`src/rtl/quant_matrix_loader_if.sv`:
```
// -----------------------------------------------------------------------------
// quant_matrix_loader_if
// Byte stream carrying quantiser matrix entries from the header parser to the
// matrix loader. The stream is valid/ready. A byte transfers on a rising clock
// edge when in_valid and in_ready are both high.
//
// Signals:
//   in_dta   [DTA_WIDTH-1:0]  matrix byte                (master -> slave)
//   in_valid                  in_dta carries a byte      (master -> slave)
//   in_ready                  slave takes in_dta now     (slave  -> master)
// Modports:
//   master  header parser side (produces bytes)
//   slave   loader side (consumes bytes)
// -----------------------------------------------------------------------------
interface quant_matrix_loader_if #(
    parameter int DTA_WIDTH = 8
);
    logic [DTA_WIDTH-1:0] in_dta;
    logic                 in_valid;
    logic                 in_ready;

    modport master (
        output in_dta,
        output in_valid,
        input  in_ready
    );

    modport slave (
        input  in_dta,
        input  in_valid,
        output in_ready
    );
endinterface

```
`src/rtl/quant_matrix_loader.sv`:
```
// -----------------------------------------------------------------------------
// quant_matrix_loader
// This is the writer side of the intra and non-intra quantiser matrix stores.
// It takes 64 matrix bytes in zigzag transmission order from the byte stream.
// It emits one write strobe per byte. The address of each write is the
// transmission index, and the stores do the inverse scan. It also emits the
// rst_values pulse, which makes both stores restore their default matrices
// when a sequence header is decoded.
//
// Ports:
//   clk              rising-edge clock
//   rst              asynchronous reset, active low
//   seq_hdr          pulse: sequence header decoded (aborts any load)
//   start_intra      pulse: an intra matrix load follows
//   start_non_intra  pulse: a non-intra matrix load follows
//   in_bus           byte stream (slave modport: in_dta, in_valid, in_ready)
//   wr_addr          transmission index of the entry being written
//   wr_dta           entry value
//   intra_wr_en      write strobe, intra store
//   non_intra_wr_en  write strobe, non-intra store
//   wr_clk_en        qualifies the write strobes and rst_values
//   rst_values       restore default matrices in both stores
//   busy             load in progress or pending
//   done             high for the one cycle in which entry 63 is presented
//   error            sticky flag: a zero entry was received (option only)
//
// Build option:
//   QMAT_ZERO_CHECK_EN  When defined, a received 0 is written as 1 and error
//                       is set until the next seq_hdr or reset. When it is
//                       not defined, bytes pass unchanged and error is tied
//                       to 0.
// -----------------------------------------------------------------------------
module quant_matrix_loader #(
    parameter  int MAT_SIZE  = 64,
    parameter  int DTA_WIDTH = 8,
    localparam int ADDR_W    = $clog2(MAT_SIZE)
) (
    input  logic                 clk,
    input  logic                 rst,
    input  logic                 seq_hdr,
    input  logic                 start_intra,
    input  logic                 start_non_intra,
    quant_matrix_loader_if.slave in_bus,
    output logic [ADDR_W-1:0]    wr_addr,
    output logic [DTA_WIDTH-1:0] wr_dta,
    output logic                 intra_wr_en,
    output logic                 non_intra_wr_en,
    output logic                 wr_clk_en,
    output logic                 rst_values,
    output logic                 busy,
    output logic                 done,
    output logic                 error
);

    localparam logic [1:0] ST_IDLE    = 2'd0;
    localparam logic [1:0] ST_LOAD_I  = 2'd1;
    localparam logic [1:0] ST_LOAD_NI = 2'd2;
    localparam logic [1:0] ST_DONE    = 2'd3;

    localparam logic [ADDR_W-1:0] LAST_IDX = ADDR_W'(MAT_SIZE - 1);

    logic [1:0]           state_reg, state_next;
    logic [ADDR_W-1:0]    cnt_reg, cnt_next;
    logic                 pend_ni_reg, pend_ni_next;
    logic                 in_ready_reg;
    logic [ADDR_W-1:0]    wr_addr_reg;
    logic [DTA_WIDTH-1:0] wr_dta_reg;
    logic                 intra_wr_en_reg, non_intra_wr_en_reg;
    logic                 wr_clk_en_reg, rst_values_reg;
    logic                 busy_reg, done_reg;

    logic                 accept;
    logic [DTA_WIDTH-1:0] dta_fixed;
    logic                 zero_seen;

    // A seq_hdr cycle never takes a byte. The registered ready is masked by
    // seq_hdr in that cycle, so the parser does not see a false handshake for
    // the byte it presents while the header aborts the load.
    assign in_bus.in_ready = in_ready_reg & ~seq_hdr;
    assign accept          = in_bus.in_valid & in_ready_reg & ~seq_hdr;
    assign zero_seen       = accept && (in_bus.in_dta == '0);

`ifdef QMAT_ZERO_CHECK_EN
    logic error_reg;

    // 0 is a forbidden quantiser value, so the nearest legal value (1) is
    // stored in its place.
    assign dta_fixed = (in_bus.in_dta == '0) ? DTA_WIDTH'(1) : in_bus.in_dta;
    assign error     = error_reg;

    always_ff @(posedge clk or negedge rst) begin
        if (!rst) begin
            error_reg <= 1'b0;
        end else if (seq_hdr) begin
            error_reg <= 1'b0;
        end else if (zero_seen) begin
            error_reg <= 1'b1;
        end
    end
`else
    logic unused_zero;

    assign dta_fixed   = in_bus.in_dta;
    assign error       = 1'b0;
    assign unused_zero = zero_seen;
`endif

    always_comb begin
        state_next   = state_reg;
        cnt_next     = cnt_reg;
        pend_ni_next = pend_ni_reg;
        if (seq_hdr) begin
            // The header aborts everything. Any start pulse in this cycle is dropped.
            state_next   = ST_IDLE;
            cnt_next     = '0;
            pend_ni_next = 1'b0;
        end else begin
            case (state_reg)
                ST_IDLE: begin
                    if (start_intra) begin
                        // When both loads start together, intra goes first
                        // and non-intra is queued.
                        state_next   = ST_LOAD_I;
                        pend_ni_next = start_non_intra;
                    end else if (start_non_intra) begin
                        state_next = ST_LOAD_NI;
                    end
                end
                ST_LOAD_I, ST_LOAD_NI: begin
                    if (state_reg == ST_LOAD_I && start_non_intra) begin
                        pend_ni_next = 1'b1;
                    end
                    if (accept) begin
                        if (cnt_reg == LAST_IDX) begin
                            cnt_next   = '0;
                            state_next = ST_DONE;
                        end else begin
                            cnt_next = cnt_reg + 1'b1;
                        end
                    end
                end
                default: begin
                    if (pend_ni_reg) begin
                        pend_ni_next = 1'b0;
                        state_next   = ST_LOAD_NI;
                    end else begin
                        state_next = ST_IDLE;
                    end
                end
            endcase
        end
    end

    always_ff @(posedge clk or negedge rst) begin
        if (!rst) begin
            state_reg           <= ST_IDLE;
            cnt_reg             <= '0;
            pend_ni_reg         <= 1'b0;
            in_ready_reg        <= 1'b0;
            wr_addr_reg         <= '0;
            wr_dta_reg          <= '0;
            intra_wr_en_reg     <= 1'b0;
            non_intra_wr_en_reg <= 1'b0;
            wr_clk_en_reg       <= 1'b0;
            rst_values_reg      <= 1'b0;
            busy_reg            <= 1'b0;
            done_reg            <= 1'b0;
        end else begin
            state_reg           <= state_next;
            cnt_reg             <= cnt_next;
            pend_ni_reg         <= pend_ni_next;
            in_ready_reg        <= (state_next == ST_LOAD_I) || (state_next == ST_LOAD_NI);
            intra_wr_en_reg     <= accept && (state_reg == ST_LOAD_I);
            non_intra_wr_en_reg <= accept && (state_reg == ST_LOAD_NI);
            // accept already excludes seq_hdr, so a write and rst_values
            // can never be high in the same cycle.
            wr_clk_en_reg       <= accept | seq_hdr;
            rst_values_reg      <= seq_hdr;
            busy_reg            <= (state_next != ST_IDLE) || pend_ni_next;
            done_reg            <= (state_next == ST_DONE);
            if (accept) begin
                wr_addr_reg <= cnt_reg;
                wr_dta_reg  <= dta_fixed;
            end
        end
    end

    assign wr_addr         = wr_addr_reg;
    assign wr_dta          = wr_dta_reg;
    assign intra_wr_en     = intra_wr_en_reg;
    assign non_intra_wr_en = non_intra_wr_en_reg;
    assign wr_clk_en       = wr_clk_en_reg;
    assign rst_values      = rst_values_reg;
    assign busy            = busy_reg;
    assign done            = done_reg;

endmodule

```
`src/flat_wrapper.sv`:
```
// flat-port wrapper written by rule: the top's interface ports become plain ports
module quant_matrix_loader_flat 
#(
    parameter  int MAT_SIZE  = 64,
    parameter  int DTA_WIDTH = 8,
    localparam int ADDR_W    = $clog2(MAT_SIZE)
)
  (clk, rst, seq_hdr, start_intra, start_non_intra, wr_addr, wr_dta, intra_wr_en, non_intra_wr_en, wr_clk_en, rst_values, busy, done, error, in_bus_in_dta, in_bus_in_valid, in_bus_in_ready);
  quant_matrix_loader_if #(.DTA_WIDTH(DTA_WIDTH)) in_bus_i ();
  input  logic clk;
  input  logic rst;
  input  logic seq_hdr;
  input  logic start_intra;
  input  logic start_non_intra;
  output logic [ADDR_W-1:0] wr_addr;
  output logic [DTA_WIDTH-1:0] wr_dta;
  output logic intra_wr_en;
  output logic non_intra_wr_en;
  output logic wr_clk_en;
  output logic rst_values;
  output logic busy;
  output logic done;
  output logic error;
  input wire logic [$bits(in_bus_i.in_dta)-1:0] in_bus_in_dta;
  input wire logic [$bits(in_bus_i.in_valid)-1:0] in_bus_in_valid;
  output wire logic [$bits(in_bus_i.in_ready)-1:0] in_bus_in_ready;
  assign in_bus_i.in_dta = in_bus_in_dta;
  assign in_bus_i.in_valid = in_bus_in_valid;
  assign in_bus_in_ready = in_bus_i.in_ready;
  quant_matrix_loader #(.MAT_SIZE(MAT_SIZE), .DTA_WIDTH(DTA_WIDTH)) u_core (.clk(clk), .rst(rst), .seq_hdr(seq_hdr), .start_intra(start_intra), .start_non_intra(start_non_intra), .in_bus(in_bus_i), .wr_addr(wr_addr), .wr_dta(wr_dta), .intra_wr_en(intra_wr_en), .non_intra_wr_en(non_intra_wr_en), .wr_clk_en(wr_clk_en), .rst_values(rst_values), .busy(busy), .done(done), .error(error));
endmodule
```
`config.mk`:
```
export PLATFORM = sky130hd
export DESIGN_NAME = quant_matrix_loader_flat
export DESIGN_NICKNAME = d
export VERILOG_FILES = /design/src/rtl/quant_matrix_loader_if.sv /design/src/rtl/quant_matrix_loader.sv /design/src/flat_wrapper.sv
export SDC_FILE = /design/constraint.sdc
export NUM_CORES = 1
export LEC_CHECK = 0
export ABC_CLOCK_PERIOD_IN_PS = 2500
export BUFFER_PORTS_ARGS = -buffer_cell sky130_fd_sc_hd__buf_2
export CORE_MARGIN = 2
export CORE_UTILIZATION = 58
export CTS_BUF_LIST = sky130_fd_sc_hd__clkbuf_4
export CTS_CLUSTER_DIAMETER = 100
export CTS_CLUSTER_SIZE = 28
export DETAILED_ROUTE_END_ITERATION = 10
export GPL_TIMING_DRIVEN = 1
export PLACE_DENSITY = 0.92
export SLEW_MARGIN = 15
export SYNTH_ARGS = -nofsm -noshare
export SYNTH_HDL_FRONTEND = slang
export SYNTH_SLANG_ARGS = --single-unit
```
`constraint.sdc`:
```
create_clock -name clk -period 2.5 [get_ports clk]
set_input_delay 0.75 -clock clk [delete_from_list [all_inputs] [get_ports clk]]
set_output_delay 0.75 -clock clk [all_outputs]
set_load 0.05 [all_outputs]
```
Word-level counts from Yosys, hierarchy flattened --
Index checks and enable logic that the tools add are counted.
Word-level totals: input bits 14, register bits 30, output and inout port bits 22
Operators by class: mux-type cells 15, bitwise logic cells 5, add/sub/neg operators 1, reductions and logical operators 11, equality and inequality tests 6
Operators by type and width (count):
- $mux 6 | 4
- $mux 2 | 6
- $add 6x1->6 const B | 1
- $eq 2x2->1 const B | 3
- $eq 6x6->1 const B | 1
- $reduce_bool 2->1 | 3
- $eq 2x1->1 const B | 2
- $pmux 2 s2 | 1
- $and 1x1->1 | 3
- $logic_and 1x1->1 | 3
- $mux 1 | 3
- $logic_not 2->1 | 1
- $logic_or 1x1->1 | 2
- $pmux 1 s2 | 1
- $reduce_and 2->1 | 1
- $reduce_or 2->1 | 1
- $not 1->1 | 1
- $or 1x1->1 | 1

Logic depth before layout (Yosys ltp) --
Gate-level depths: netlist (run 1).
word-level depth 7, gate-level depth with buffers 6, depth with buffers taken out 6

Worst setup path before layout (run 1) --
No wires, ideal clock.
path type in2out, start in seq_hdr, end out in_bus_in_ready, stages on the path 2, slack 105 ps, data arrival time 1645 ps, cell sequence clkbuf_1 -> nor2b_1
On the way: longest elaborated chain between the ends 2
Ends and longest elaborated chain:
- from (decl) | RTL line flat_wrapper.sv:12 | input logic seq_hdr;
- $not 1->1 | RTL line quant_matrix_loader.sv:79 | assign in_bus.in_ready = in_ready_reg & ~seq_hdr;
- $and 1x1->1 | RTL line quant_matrix_loader.sv:79
- to (decl) | RTL line flat_wrapper.sv:26 | output wire logic [$bits(in_bus_i.in_ready)-1:0] in_bus_in_ready;
No other way between the ends.

Worst setup path after layout (run 1) --
Same ends and word-level chain as after synthesis.

==> metrics.yaml, run 1 <==
sta:
  fin_crit_sh: 0.837
  tns_ns: 0
  slew_headroom: 0.570
  hold_viol_final: 0
  drv_slew: 0
  fmax_ghz: 0.478
  setup-violations-final: 0
  finalClockSkew_ns: 0.0105
  rsz0062_at_grt: "false"
  hold_slack_ns: 0.452
  worstMarginPinSlew_ns: 0.645
  period_needed_ns: 2.09
yosys:
  synthesis.nets: 129
  synth_cells: 108
  ys_types: 34
  synth_area_leaders: "dfrtp_1, mux2_2, ha_1"
  synth_top_cell_by_area: "dfrtp_1"
  synth_seq_area_share: 0.556
  yosysWarnings: 0
  ys_ff_latch: 30
  syn_area_per_cell_um2: 12.5
  synth.top_cell.area_share: 0.556
  syn_area_mm2: 0.00135
clock_network:
  tritoncts: "yes"
  path_clk_slew_ns: 0.09
  cts-resized-gates: 0
  numCtsBuffers: 5
  cts_hold_buf: 0
  post-cts-setup-buffer-count: 0
  cts_sinks: 30
  cts_root_buffer: "clkbuf_4"
  clockBufferDepth: 2
  clk_latency_ns: 0.31
  h-tree-depth: 2
floorplanning:
  die_h_um: 52.3
  core-area_mm2: 0.00221
  num_io_pins: 36
  dieArea_mm2: 0.00273
  start_util: 0.611
  die_w_um: 52.3
  placementRows: 17
placement:
  gp_congestion: 0.853
  port_buffers: 34
  dp_hpwl_um: 1890
power_and_ir_drop:
  peakVddDrop_mv: 0.636
  cellPowerDensity_mw_per_mm2: 881
  leakagePower_nw: 0.834
  power_mw: 1.41
setup_path:
  worstSetupPathType: "input pin to output port"
  end_kind: "output port"
  cp.required_ns: 1.75
  cp-start-kind: "input pin"
  arrival_ns: 1.34
  cp_max_fo: 14
  regToRegSetupSlack_ns: 0.58
min_path:
  hold_path.class: "input pin to asynchronous set/reset pin"
routing:
  routed_wl_um: 2580
  wl_per_cell_um: 14.7
  drc_errors: 0
  num_vias: 989
  routed_via_density: 5.62
  drt-initial-drc-count: 21
  final_antenna_net_count: 0
  drt_first_pass_iters: 4
final_layout:
  drive_gt1_frac: 0.426
  nFillCells: 163
  nets: 168
  largest_reg_flops: 8
  area_growth_syn_to_layout_pct: 18.5
  antennaDiodeCount: 0
grt:
  grt.total_usage: 0.213
  grt_start_max_net_pins: 31
  grt_pass1_vias: 964
  grt_pass1_wl_um: 4080
  grt-ovfl-total: 0
  grt_antenna_before_repair: 0
run:
  drv_cap: 0
outcome:
  status: "completed"
==> through the flow <==
step | std cells | setup slack, ns | util | instance area (um^2)
final | 176 | 0.408 | 0.724 | 1600
after CTS | 176 | 0.402 | 0.724 | 1600
after detailed placement | 168 | 0.288 | 0.700 | 1550
after floorplan | 108 | 0.105 | - | 1350
after global routing | 176 | 0.370 | 0.724 | 1600
after global placement | 168 | 0.416 | 0.700 | 1550
==> cell usage in the layout, fill, tap and decap left out, drive strengths merged, types with 2 or more instances in the layout <==
| cell | count |
|---|---|
| a21o | 3 |
| a21oi | 4 |
| buf | 35 |
| clkbuf | 6 |
| clkinv | 2 |
| dfrtp | 30 |
| ha | 7 |
| inv | 6 |
| mux2 | 15 |
| nand2 | 4 |
| nand3 | 3 |
| nor2 | 6 |
| nor3 | 2 |
| o221a | 2 |
| o221ai | 2 |
| o31ai | 2 |
| or3 | 2 |
| xor2 | 2 |
==> metal layers <==
layer / wire [um] / share of wire / vias to the layer above / track usage
li1: - / - / 467 / -
met1: 1090 / 0.42 / 475 / 0.223
met3: 182 / 0.071 / 2 / 0.0743
met5: 0 / 0 / - / 0
met4: 19 / 0.0074 / 0 / 0.0897
met2: 1290 / 0.50 / 45 / 0.384
==> cells in the mapped netlist <==
master and instances:
nand3_1 2, mux2i_1 1, or3_1 2, a21oi_1 4, xor2_1 2, nor2b_1 1
mux2_2 15, nor2_1 6, nand2b_1 1, a21boi_0 1, ha_1 7, a22oi_1 1
o221a_2 2, buf_4 1, a21o_1 3, nand4_1 1, nand2_1 4, or4_1 1
o31ai_1 2, dfrtp_1 30, o211ai_1 1, o221ai_1 2, nand3_2 1, nor3_1 2
a311o_1 1, a31o_2 1, conb_1 1, buf_2 1, or2_2 1, a31oi_1 1
o21ai_0 1, clkbuf_1 1, inv_1 6, nand3b_2 1
==> power breakdown <==
part / internal (mW) / switching [mW] / leakage (nW)
clock: 0.116 / 0.154 / 0.0331
combinational: 0.143 / 0.385 / 0.407
sequential: 0.569 / 0.0438 / 0.394
total: 0.829 / 0.582 / 0.834
==> worst max-delay path: stages <==
cell	delay, ns
buf_2	0.18
nor2b_1	0.14
buf_2	0.27
==> worst paths after layout <==
kind / startpoint / endpoint / cells past startpoint
max: seq_hdr / in_bus_in_ready / 3
max reg2reg: u_core.state_reg[0] / u_core.cnt_reg[5] / 5
min reg2reg: u_core.wr_dta[0] / u_core.wr_dta[0] / 1
min in group clk: u_core.wr_dta[0] / u_core.wr_dta[0] / 1
min: rst / u_core.wr_dta[6] / 1
max in group asynchronous: rst / u_core.wr_dta[3] / 1
==> kinds of logic (layout without fill, tap and decap cells) <==
logic type | after synthesis | in the layout | share of synthesized area
flops | 30 | 30 | 0.556
simple gates | 23 | 23 | 0.0917
compound gates | 20 | 20 | 0.111
mux | 16 | 16 | 0.132
buf+inv | 9 | 49 | 0.0287
fa+ha+maj | 7 | 7 | 0.0648
xor+xnor | 2 | 2 | 0.0130
other cells | 1 | 1 | 0.00278
==> cell type report <==
type                       instances  area [um^2]  share of cell area
sequential                        30          751               0.469
multi-input combinational         69          562               0.351
timing repair buffer              35          178               0.111
clock buffer                       6         45.0              0.0281
tap                               28         35.0              0.0219
inverter                           6         22.5              0.0141
clock inverter                     2         8.76             0.00547
Note: power is estimated with default switching activity, not from simulation.
==> inputs of run 2 (changes only) <==
- ABC_CLOCK_PERIOD_IN_PS: 2500 -> 2100
- CORE_UTILIZATION: 58 -> 54
- PLACE_DENSITY: 0.92 -> 0.87
- clock period: 2.5 -> 2.1 ns (I/O delays scaled with it)
==> run 2 against run 1 <==
Effect of this change:
- count of clock-buffer cells in the layout unchanged
- first-iteration DRC count down 33%
- routed wire length down 6.7%
- clock skew down 0.0035 ns
- register-to-register slack worse by 0.34 ns
- die area up 6.8%
- largest power group unchanged
- cell count up 1.1%
==> metrics.yaml, run 2 (same netlist as run 1, synthesis figures left out) <==
routing:
  drt_first_pass_iters: 4
  num_vias: 970
  routed_wl_um: 2410
  routed_via_density: 5.45
  final_antenna_net_count: 0
  drc_errors: 0
  wl_per_cell_um: 13.5
  drt-initial-drc-count: 14
placement:
  dpl.cell_count: 170
  postPlaceCellArea_mm2: 0.00155
  gp_congestion: 0.860
  dp_hpwl_um: 1740
  port_buffers: 34
sta:
  drv_slew: 0
  tns_ns: 0
  slew_headroom: 0.581
  fmax_ghz: 0.539
  hold_viol_final: 0
  fin_crit_sh: 0.884
  setup-violations-final: 0
  worstMarginPinSlew_ns: 0.629
  rsz0062_at_grt: "false"
  period_needed_ns: 1.86
  finalClockSkew_ns: 0.00694
grt:
  grt.total_usage: 0.192
  grt_pass1_wl_um: 3690
  grt_antenna_before_repair: 0
  grt_pass1_vias: 862
  grt_start_max_net_pins: 31
  grt-ovfl-total: 0
setup_path:
  worstSetupPathType: "flip-flop to flip-flop"
  cp_max_fo: 7
  slowest_delay_ns: 0.50
  regToRegSetupSlack_ns: 0.24
  cp.required_ns: 2.36
  arrival_ns: 2.11
  end_kind: "flip-flop"
  cp_num_buf_inv: 1
  crit_family: "simple AND/OR/NAND/NOR gates"
  slowest_stage: "or4_1"
  crit_chain: "inv_1 -> ha_1 -> nand3_2 -> or4_1 -> a21oi_1"
  cp-start-kind: "flip-flop"
final_layout:
  largest_reg_flops: 8
  nets: 168
  utilization: 0.660
  antennaDiodeCount: 0
  nFillCells: 189
  drive_gt1_frac: 0.432
  final_cell_mix: "buf_2, dfrtp_1, mux2_2"
  layout.cells.non_filler: 178
  design_area_mm2: 0.00161
  layout_commonest_cell: "buf_2"
  area_growth_syn_to_layout_pct: 18.9
outcome:
  status: "completed"
clock_network:
  path_clk_slew_ns: 0.09
  cts_root_buffer: "clkbuf_4"
  cts_hold_buf: 0
  numCtsBuffers: 5
  clk_latency_ns: 0.33
  clockBufferDepth: 2
  h-tree-depth: 2
  post-cts-setup-buffer-count: 0
  cts_sinks: 30
  tritoncts: "yes"
  cts-resized-gates: 0
min_path:
  hold_path.class: "input pin to asynchronous set/reset pin"
floorplanning:
  placementRows: 18
  die_h_um: 54.0
  num_io_pins: 36
  core-area_mm2: 0.00243
  die_w_um: 54.0
  start_util: 0.556
  dieArea_mm2: 0.00292
run:
  drv_cap: 0
power_and_ir_drop:
  peakVddDrop_mv: 0.866
  cellPowerDensity_mw_per_mm2: 1050
  leakagePower_nw: 0.835
  power_mw: 1.68
==> run 2: final cells by class <==
cell class / count / area [um^2] / share of cell area
clock inverters: 2 / 8.76 / 0.00545
flip-flops and latches: 30 / 751 / 0.467
repair buffers: 35 / 178 / 0.111
clock buffers: 6 / 45.0 / 0.0280
well taps: 30 / 37.5 / 0.0234
inverters: 6 / 22.5 / 0.0140
multi-input cells: 69 / 564 / 0.351
==> run 2: where the power goes <==
group | internal, mW | switching [mW] | total (mW) | leakage (nW)
Combinational | 0.172 | 0.457 | 0.628 | 0.407
Sequential | 0.678 | 0.0496 | 0.727 | 0.394
Clock | 0.138 | 0.186 | 0.324 | 0.0331
Total | 0.988 | 0.692 | 1.68 | 0.835
==> run 2: worst paths after layout <==
path / endpoint / depth (start not counted) / from
worst max-delay path: u_core.cnt_reg[5] / 5 / u_core.state_reg[0]
worst min-delay path: u_core.wr_dta[6] / 1 / rst
worst min register to register: u_core.wr_dta[3] / 1 / u_core.wr_dta[3]
max in group asynchronous: u_core.wr_addr[1] / 1 / rst
worst max register to register: u_core.cnt_reg[5] / 5 / u_core.state_reg[0]
min in group clk: u_core.wr_dta[3] / 1 / u_core.wr_dta[3]
==> run 2: through the flow <==
step / hold slack (ns) / setup WS, ns
after floorplan: 0.334 / 0.196
after global placement: 0.480 / 0.128
after detailed placement: 0.490 / 0.00589
after CTS: 0.321 / 0.260
after global routing: 0.347 / 0.0953
final: 0.310 / 0.244
==> run 2: layer usage <==
layer | vias to the layer above | share of wire | global-route usage
li1 | 464 | - | -
met1 | 462 | 0.42 | 0.227
met2 | 38 | 0.47 | 0.280
met3 | 6 | 0.082 | 0.0722
met4 | 0 | 0.027 | 0.146
met5 | - | 0 | 0
==> inputs of run 3 (changes only) <==
--- a/config.mk
+++ b/config.mk
@@ -16,4 +16,5 @@
 export GPL_TIMING_DRIVEN = 1
 export PLACE_DENSITY = 0.87
+export REMOVE_ABC_BUFFERS = 1
 export SLEW_MARGIN = 15
 export SYNTH_ARGS = -nofsm -noshare
==> constraint.sdc (replaced) <==
create_clock -name clk -period 2.1 [get_ports clk]
set_input_delay 0.105 -clock clk [delete_from_list [all_inputs] [get_ports clk]]
set_output_delay 0.105 -clock clk [all_outputs]
set_load 0.05 [all_outputs]
==> run 3 against run 2 <==
Effect of this change:
- combinational power about the same
- worst setup slack gained 0.044 ns
- cell count grew 0.56%
- routed wire length is 3.0% higher
- fmax grew 2.4%
- worst hold slack got worse by 0.30 ns
- via count up 1.6%
- cell area is 0.47% higher
- clock skew grew 0.0013 ns
- sequential cell count unchanged
- non-clock buffer count grew 1
- sequential share of layout area is 0.22 points lower
==> metrics.yaml, run 3 (same netlist as run 1, synthesis figures left out) <==
outcome:
  status: "completed"
routing:
  final_antenna_net_count: 0
  drc_errors: 0
  num_vias: 986
  routed_wl_um: 2480
  wl_per_cell_um: 13.8
  drt_first_pass_iters: 4
  routed_via_density: 5.51
  drt-initial-drc-count: 6
sta:
  fin_crit_sh: 0.863
  hold_viol_final: 0
  drv_slew: 0
  period_needed_ns: 1.81
  hold_slack_ns: 0.00761
  slew_headroom: 0.565
  worst_slack_ns: 0.288
  fmax_ghz: 0.552
  worstMarginPinSlew_ns: 0.652
  rsz0062_at_grt: "false"
  tns_ns: 0
  finalClockSkew_ns: 0.00828
  setup-violations-final: 0
final_layout:
  drive_gt1_frac: 0.423
  utilization: 0.664
  final_cell_mix: "buf_2, dfrtp_1, mux2_2"
  antennaDiodeCount: 0
  design_area_mm2: 0.00161
  nFillCells: 184
  layout_commonest_cell: "buf_2"
  nets: 169
  largest_reg_flops: 8
  area_growth_syn_to_layout_pct: 19.4
setup_path:
  r2r_end: "u_core.cnt_reg[5]"
  end_kind: "flip-flop"
  regToRegSetupSlack_ns: 0.29
  reg2reg_depth: 5
  cp_max_fo: 7
  cp.required_ns: 2.36
  crit_end: "u_core.cnt_reg[5]"
  arrival_ns: 2.07
  worstSetupPathType: "flip-flop to flip-flop"
  crit_start: "u_core.state_reg[0]"
  rr_startpoint: "u_core.state_reg[0]"
  cp-start-kind: "flip-flop"
clock_network:
  path_clk_slew_ns: 0.09
  post-cts-setup-buffer-count: 0
  cts_hold_buf: 1
  cts_root_buffer: "clkbuf_4"
  cts_sinks: 30
  h-tree-depth: 2
  cts-resized-gates: 0
  clockBufferDepth: 2
  tritoncts: "yes"
  numCtsBuffers: 5
  clk_latency_ns: 0.33
power_and_ir_drop:
  power_frac_clock: 0.194
  switching_share: 0.416
  p_seq_frac: 0.433
  switchingPower_mw: 0.705
  leakagePower_nw: 0.839
  peakVddDrop_mv: 0.774
  internal-power_mw: 0.988
  cellPowerDensity_mw_per_mm2: 1050
  power.share.combinational: 0.372
placement:
  port_buffers: 34
  postPlaceCellArea_mm2: 0.00155
  dp_hpwl_um: 1850
  gp_congestion: 0.799
  post-place-ws_ns: 0.317
grt:
  grt_start_max_net_pins: 31
  grt_antenna_before_repair: 0
  grt_pass1_vias: 951
  grt_pass1_wl_um: 3910
  grt-ovfl-total: 0
  grt.total_usage: 0.196
floorplanning:
  core-area_mm2: 0.00243
  placementRows: 18
  die_h_um: 54.0
  dieArea_mm2: 0.00292
  start_util: 0.556
  die_w_um: 54.0
  num_io_pins: 36
run:
  drv_cap: 0
min_path:
  hold_path.class: "input pin to flip-flop"
-- run 3: changes by cell type in the layout (fill, tap and decap cells not counted), sizes merged --
cell         delta
dlygate4sd3     +1
-- run 3: cell type report --
| class | instances | area (um^2) | area share |
|---|---|---|---|
| sequential | 30 | 751 | 0.465 |
| tap | 30 | 37.5 | 0.0233 |
| multi-input combinational | 69 | 562 | 0.348 |
| clock inverter | 2 | 8.76 | 0.00543 |
| clock buffer | 6 | 45.0 | 0.0279 |
| timing repair buffer | 36 | 188 | 0.116 |
| inverter | 6 | 22.5 | 0.0140 |
-- run 3: worst min-delay path by stage --
stage / start / cells past startpoint / end
detailed placement: rst / 1 / u_core.wr_dta[2]
CTS: in_bus_in_dta[0] / 2 / u_core.wr_dta[0]
finish: in_bus_in_dta[2] / 2 / u_core.wr_dta[2]
global route: in_bus_in_dta[0] / 2 / u_core.wr_dta[0]
floorplan: rst / 0 / u_core.busy
global placement: rst / 1 / u_core.wr_dta[1]
-- run 3: power groups by stage --
stage / clock, mW / sequential, mW / combinational, mW
after global routing: 0.359 / 0.749 / 0.670
after detailed placement: 0 / 0.746 / 0.634
final: 0.329 / 0.733 / 0.630
after floorplan: 0 / 1.07 / 0.149
after CTS: 0.337 / 0.734 / 0.636
after global placement: 0 / 0.734 / 0.621
-- run 3: stage by stage --
| step | std cells | total power [mW] |
|---|---|---|
| after global routing | 179 | 1.78 |
| after CTS | 179 | 1.71 |
| final | 179 | 1.69 |
| after detailed placement | 170 | 1.38 |
| after floorplan | 105 | 1.21 |
| after global placement | 170 | 1.35 |
-- run 3: layer usage --
metal / wire (um) / up-vias / track usage
li1: - / 465 / -
met1: 1020 / 474 / 0.196
met2: 1210 / 40 / 0.360
met3: 185 / 7 / 0.0472
met4: 58 / 0 / 0.125
met5: 0 / - / 0
-- run 3: worst max-delay path, stage by stage, from the launching register on --
cell and delay, ns:
dfrtp_1 0.44, inv_1 0.09, ha_1 0.41, nand3_2 0.17, or4_1 0.49, a21oi_1 0.14
